**config.mk**
```make
export PLATFORM = sky130hd
export DESIGN_NAME = muldiv_unit
export DESIGN_NICKNAME = d
export VERILOG_FILES = /design/src/rtl/muldiv_unit.sv
export SDC_FILE = /design/constraint.sdc
export NUM_CORES = 1
export LEC_CHECK = 0
export CORE_MARGIN = 5
export CORE_UTILIZATION = 56
export CTS_CLUSTER_SIZE = 24
export DETAILED_ROUTE_END_ITERATION = 8
export PLACE_DENSITY = 0.81
export SLEW_MARGIN = 20
export SYNTH_ARGS = -nofsm -noshare
export SYNTH_HDL_FRONTEND = slang
export SYNTH_SLANG_ARGS = --single-unit
```
**constraint.sdc**
```tcl
create_clock -name clk -period 3.6 [get_ports clk]
set_input_delay 0.36 -clock clk [delete_from_list [all_inputs] [get_ports clk]]
set_output_delay 0.36 -clock clk [all_outputs]
set_load 0.02 [all_outputs]
```
**src/rtl/muldiv_unit.sv**
```systemverilog
// rtl/muldiv_unit.sv - iterative RV32M multiply/divide unit (shift-add multiply, restoring divide)
// Optional build macro MULDIV_FAST_MUL_EN selects a single-cycle multiplier; division is unchanged.
module muldiv_unit #(
  parameter int XLEN = 32
) (
  input  logic            clk,
  input  logic            rst_n,
  input  logic            start,
  input  logic [2:0]      funct3,
  input  logic [XLEN-1:0] op_a,
  input  logic [XLEN-1:0] op_b,
  output logic            busy,
  output logic            done,
  output logic [XLEN-1:0] result
);

  localparam logic [1:0] S_IDLE = 2'd0;
  localparam logic [1:0] S_CALC = 2'd1;
  localparam logic [1:0] S_FIX  = 2'd2;

  logic [1:0]  state;
  logic [4:0]  cnt;
  logic [2:0]  op;
  logic [63:0] acc;
  logic [31:0] mcand;
  logic        neg;
  logic        neg_r;

  logic        a_signed, b_signed, a_neg, b_neg, is_div, b_zero, ovf;
  logic [31:0] a_mag, b_mag;

  always_comb begin
    is_div   = funct3[2];
    a_signed = (funct3 == 3'b001) || (funct3 == 3'b010) ||
               (funct3 == 3'b100) || (funct3 == 3'b110);
    b_signed = (funct3 == 3'b001) || (funct3 == 3'b100) || (funct3 == 3'b110);
    a_neg    = a_signed & op_a[31];
    b_neg    = b_signed & op_b[31];
    a_mag    = a_neg ? (~op_a + 32'd1) : op_a;
    b_mag    = b_neg ? (~op_b + 32'd1) : op_b;
    b_zero   = (op_b == 32'd0);
    ovf      = a_signed && (op_a == 32'h8000_0000) && (op_b == 32'hFFFF_FFFF);
  end

`ifdef MULDIV_FAST_MUL_EN
  logic signed [63:0] fa, fb, fprod;
  always_comb begin
    fa    = {{32{a_signed & op_a[31]}}, op_a};
    fb    = {{32{b_signed & op_b[31]}}, op_b};
    fprod = fa * fb;
  end
`endif

  // Multiply: acc = {partial high, multiplier}; shifts right with the adder carry.
  logic [32:0] mul_sum;
  logic [63:0] mul_next;
  // Divide: acc = {remainder, quotient}; quotient bits enter from the right.
  logic [32:0] div_sh;
  logic        div_ge;
  logic [31:0] div_diff;
  logic [63:0] div_next;

  always_comb begin
    mul_sum  = {1'b0, acc[63:32]} + {1'b0, (acc[0] ? mcand : 32'd0)};
    mul_next = {mul_sum, acc[31:1]};
    div_sh   = {acc[63:32], acc[31]};
    div_ge   = (div_sh >= {1'b0, mcand});
    div_diff = div_sh[31:0] - mcand;
    div_next = {(div_ge ? div_diff : div_sh[31:0]), acc[30:0], div_ge};
  end

  logic [63:0] prod;
  logic [31:0] quo_fix, rem_fix, fix_res;

  always_comb begin
    prod    = neg ? (~acc + 64'd1) : acc;
    quo_fix = neg ? (~acc[31:0] + 32'd1) : acc[31:0];
    rem_fix = neg_r ? (~acc[63:32] + 32'd1) : acc[63:32];
    if (op[2])
      fix_res = op[1] ? rem_fix : quo_fix;
    else
      fix_res = (op[1:0] == 2'b00) ? prod[31:0] : prod[63:32];
  end

  assign busy = (state != S_IDLE);

  always_ff @(posedge clk or negedge rst_n) begin
    if (!rst_n) begin
      state  <= S_IDLE;
      cnt    <= 5'd0;
      op     <= 3'd0;
      acc    <= 64'd0;
      mcand  <= 32'd0;
      neg    <= 1'b0;
      neg_r  <= 1'b0;
      done   <= 1'b0;
      result <= 32'd0;
    end else begin
      done <= 1'b0;
      case (state)
        S_IDLE: begin
          if (start) begin
            op  <= funct3;
            cnt <= 5'd0;
            if (!is_div) begin
              mcand <= a_mag;
              neg_r <= 1'b0;
`ifdef MULDIV_FAST_MUL_EN
              acc   <= fprod;
              neg   <= 1'b0;
              state <= S_FIX;
`else
              acc   <= {32'd0, b_mag};
              neg   <= a_neg ^ b_neg;
              state <= S_CALC;
`endif
            end else if (b_zero) begin
              // Preload so that FIX yields all-ones quotient and op_a remainder.
              acc   <= {op_a, 32'hFFFF_FFFF};
              mcand <= 32'd0;
              neg   <= 1'b0;
              neg_r <= 1'b0;
              state <= S_FIX;
            end else if (ovf) begin
              acc   <= {32'd0, 32'h8000_0000};
              mcand <= 32'd0;
              neg   <= 1'b0;
              neg_r <= 1'b0;
              state <= S_FIX;
            end else begin
              acc   <= {32'd0, a_mag};
              mcand <= b_mag;
              neg   <= a_neg ^ b_neg;
              neg_r <= a_neg;
              state <= S_CALC;
            end
          end
        end
        S_CALC: begin
          cnt <= cnt + 5'd1;
          acc <= op[2] ? div_next : mul_next;
          if (cnt == 5'd31)
            state <= S_FIX;
        end
        S_FIX: begin
          result <= fix_res;
          done   <= 1'b1;
          state  <= S_IDLE;
        end
        default: state <= S_IDLE;
      endcase
    end
  end

endmodule
```
# Word level (Yosys, flattened, before mapping)
# Cells that the tools add are included.
# op_classes
magnitude_cmp	1
n_bitwise	8
reduce_logical	15
n_mux	34
addsub	8
eq_ne	11
# op_table
operator	count
two-way mux 32 bit	13
two-way mux 64 bit	5
adder 32 x 1 -> 32 bit, second input constant	4
inverter 32 bit	4
one-hot mux 64 bit (2 select lines)	1
adder 64 x 1 -> 64 bit, second input constant	1
== test 32 bit, second input constant	2
inverter 64 bit	1
adder 32 x 32 -> 33 bit	1
>= comparator 33 x 32 -> 1 bit	1
logical NOT 32 bit	1
subtractor 32 bit	1
two-way mux 2 bit	5
one-hot mux 5 bit (2 select lines)	1
two-way mux 1 bit	7
== test 3 bit, second input constant	2
AND reduction 2 bit	3
adder 5 x 1 -> 5 bit, second input constant	1
== test 5 bit, second input constant	1
logical OR 1 bit	5
two-way mux 5 bit	1
logical NOT 2 bit	2
inequality test 2 bit, second input constant	2
one-hot mux 2 bit (2 select lines)	1
8 further kinds	11
# word_totals
ff_bits	141
inputBits	70
out_inout_bits	34

# Logic depth before layout (Yosys ltp)
# depth
depth_word	11
mapped_depth	14

# Worst setup path before layout
# OpenSTA, ideal clock, no wires.
# synth_path
path_type	register -> register
from	reg acc[46]
to	reg acc[63]
setup_time_ps	131
slack_ps	220
period_less_slack_ps	3380
path_stages_with_launch	13
arrival_ps	3249
path_buffers	2
path_cell_list	dfrtp_1 -> ha_1 -> clkbuf_1 -> nand4_1 -> or2_2 -> or4_1 -> nand3_1 -> and3b_1 -> nor2_1 -> buf_2 -> mux2i_1 -> o221ai_1 -> or3_1
# synth_via
elab_chain_len	4
# synth_rtl
element	line_no	source
start: declaration	24	logic [63:0] acc;
start signal: assignment	113	acc <= {32'd0, b_mag};
start signal: assignment	119	acc <= {op_a, 32'hFFFF_FFFF};
start signal: assignment	125	acc <= {32'd0, 32'h8000_0000};
subtractor 32 bit or >= comparator 33 x 32 -> 1 bit (tied branches)	68, 67	
two-way mux 32 bit	69	div_next = {(div_ge ? div_diff : div_sh[31:0]), acc[30:0], div_ge};
two-way mux 64 bit *	141	acc <= op[2] ? div_next : mul_next;
one-hot mux 64 bit (2 select lines) *	100	case (state)
# Every way passes the cells marked *; elsewhere a longest branch is shown, timed or not.
# A chain may end at the register's enable or synchronous reset.

# Worst setup path after layout
# layout_path
from	reg acc[13]
to	reg result[26]
# layout_via
elab_chain_len	5
# layout_rtl
element	line_no	source
inverter 64 bit or inverter 32 bit (tied branches)	76, 77	
adder 64 x 1 -> 64 bit or adder 32 x 1 -> 32 bit (tied branches)	76, 77	
two-way mux 64 bit or two-way mux 32 bit (tied branches)	76, 77	
two-way mux 32 bit (on tied branches)	82, 80	
two-way mux 32 bit *	79	if (op[2])
end signal: assignment	146	result <= fix_res;
end: declaration	14	output logic [XLEN-1:0] result
# Marked as above.

==> metrics.csv <==
metric,value,unit
yosys.area.top_type,dfrtp_1,
max_slew_margin,28.5,%
post_drt_via_cell_ratio,6.84,
max_freq,287,MHz
drive_gt1_share,15.9,%
setup_viol,0,
core-area,0.0267,mm^2
ys_dominant_reg_cell,dfrtp_1,
synth_area_leaders,"dfrtp_1 23%, xnor2_1 7.0%, o21ai_0 6.4%",
regArea,0.00353,mm^2
pin_count,104,
holdWs,-0.00462,ns
cts_buffers,17,
start_util,56.5,%
final_cells,2588,
path_class,reg -> reg,
gr-usage-all-layers,40.8,%
crit_path_start_kind,flop,
violations,hold timing,
final_core_util,69.5,%
crit_path_top_delay_cell,or4_4,
critPathMaxFanout,5,
cts_tree,yes,
place.gp.congestion,1.04,
root_buffer,clkbuf_16,
routed_wl,63.8,mm
ys_ff_latch,141,
worst_ep_required_time,3.99,ns
report.final.hold_viol_count,7,
dp_hpwl,49.2,mm
layout.nets,2377,
rr_endpoint,result[26],
irDropWorstVdd,0.000783,V
synth_area,0.0151,mm^2
rows,60,
slew_violations,0,
synth_edf_count,0,
period_needed,3.48,ns
first_pass_iters,9,
mappedNetlistNets,2155,
worstPathArrival,3.87,ns
r2r_setup_slack,0.12,ns
grt_remaining_overflow,0,
ys_seq_area_share,23.4,%
grt_max_degree,84,
wl_per_cell,24.7,um
worstReg2RegStart,acc[13],
clock_skew,0.0165,ns
ys_types,79,
num_antenna_cells,0,
hp-class,in -> async,
drt_iter0_markers,2697,
die_area,0.0303,mm^2
cts_buffer_depth,2,
status,"finished, violations left",
htreeDepth,4,
num_vias,17700,
total_power,20100,uW
syn_inst,2012,
drc,0,
p_per_area,1080,mW/mm^2
yosysTopAreaCellShare,23.4,%
worst_pin_slew,1.07,ns
area_growth,23.0,%
final.period_utilization,96.7,%
endpoint_kind,flop,
insertion_delay,0.45,ns
reg2reg_depth,10,
portBuffers,103,
multi_input_area,0.0109,mm^2
grt_pass1_vias,16900,
nFillCells,2287,
ys_async_sr_fraction,100,%
grt_pass1_wl,97.5,mm
cap_violations,0,
cts_sinks,141,
antenna_found_initial,1,
crit_chain,or4_4 > or3_1 > or4_4 > or3_1 > buf_4 > o31ai_2 > xnor2_1 > o22ai_1 > a211oi_1 > a21o_1,
clk_pin_slew,0.07,ns
cts.hold.buffers_added,0,
leakagePower,0.00781,uW
synth.avg_cell_area,7.50,um^2
detail-route-antenna-nets,0,
synth_warnings,0,
max_stage_delay,0.58,ns
die_h,174,um
dp.cells,2553,
chipWidth,174,um
-- kinds of logic after synthesis --
family                     Yosys count  synth area share (%)
and+or+nand+nor                    654                  20.9
muxes                               55                  3.83
buffers and inverters              211                  5.49
AOI/OAI and AO/OA                  678                  28.6
DFF                                141                  23.4
xor gates and xnor gates           200                  11.6
adders and majority gates           73                  6.15
-- what timing repair did --
item | 4_1_cts | 5_1_grt
resized for setup | 1 | 21
endpoints found under the setup margin | 2 | 20
endpoints found under the hold margin | 0 | 0
pin swaps | 0 | 2
buffers inserted | 0 | 3
-- worst max path at each step --
stage / cells past startpoint / startpoint / end
after global routing: 11 / mcand[19] / acc[36]
final: 10 / acc[13] / result[26]
after floorplan: 12 / acc[46] / acc[63]
after CTS: 12 / acc[33] / result[24]
after global placement: 12 / acc[45] / acc[35]
after detailed placement: 10 / op_b[12] / acc[6]
-- cell type report --
type                            count  share of cell area [%]
Clock inverter                     13                   0.829
Tap cell                          341                    2.30
Sequential cell                   141                    19.0
Multi-Input combinational cell   1660                    58.5
Timing Repair Buffer              344                    15.5
Clock buffer                       19                    2.39
Inverter                           70                    1.42
-- registers in the layout (all words and copies together), names as in the netlist --
register and count:
done 1, neg_r 1, cnt 5, mcand 32
neg 1, result 32, op 3, acc 64
state 2
-- Yosys cell counts, types with 7 or more instances --
master	number
and3_1	23
nor2_1	178
nand3_1	50
clkbuf_1	122
a211o_1	7
o41ai_1	13
a21oi_1	176
nand2b_1	14
a221o_1	8
o21ai_1	7
nor4_1	19
o22a_1	7
xnor2_1	121
mux2i_1	33
or4_1	19
o22ai_1	28
or2_2	11
a21boi_0	10
a31oi_1	21
o211ai_1	14
dfrtp_1	141
o31ai_1	29
inv_1	68
a221oi_1	32
a22o_1	9
ha_1	71
buf_2	7
nor3_1	38
nand2_1	204
a21o_1	29
a211oi_1	27
or3_1	22
mux2_2	22
xor2_1	79
nor2b_1	15
o21ai_0	193
o221ai_1	17
nand4_1	26
-- placed cells by master (no fill, tap or decap), types with 68 or more instances in the layout --
cell type / count
inv_1: 68
buf_4: 237
nor2_1: 174
xnor2_1: 121
a21oi_1: 174
clkdlybuf4s50_1: 101
xor2_1: 79
dfrtp_1: 139
nand2_1: 204
o21ai_0: 189
ha_1: 71
-- routing by layer --
| layer | GRT usage [%] | vias up | routed length, um |
|---|---|---|---|
| met5 | 0 | - | 7 |
| met4 | 24.2 | 2 | 4850 |
| met3 | 7.22 | 335 | 7390 |
| met2 | 61.8 | 1392 | 26900 |
| met1 | 54.4 | 8144 | 24700 |
| li1 | - | 7820 | - |
-- report_power, final --
part           leakage [uW]  switching (uW)  internal, uW
logic               0.00580            8820          6420
registers           0.00172             662          2260
clock network      0.000291             844          1060
-- through the flow --
step | TNS, ns | setup WS (ns) | instance area, um^2 | hold slack, ns
final | 0 | 0.119 | 18600 | -0.00462
after global routing | -0.00608 | -0.00608 | 18600 | 0.0675
after CTS | 0 | 0.0232 | 18500 | 0.0312
after detailed placement | -0.168 | -0.0496 | 17900 | 0.469
after global placement | -0.0221 | -0.0221 | 17900 | 0.457
after floorplan | 0 | 0.220 | 15100 | 0.0644
-- worst max-delay path: cells and delay by family (launching register included) --
kind            cells  cell delay [ns]
simple gates        4             1.89
xor+xnor            1             0.15
buf+inv             1             0.19
compound gates      4             0.74
flops               1             0.45
(Power assumes the default switching activity.)
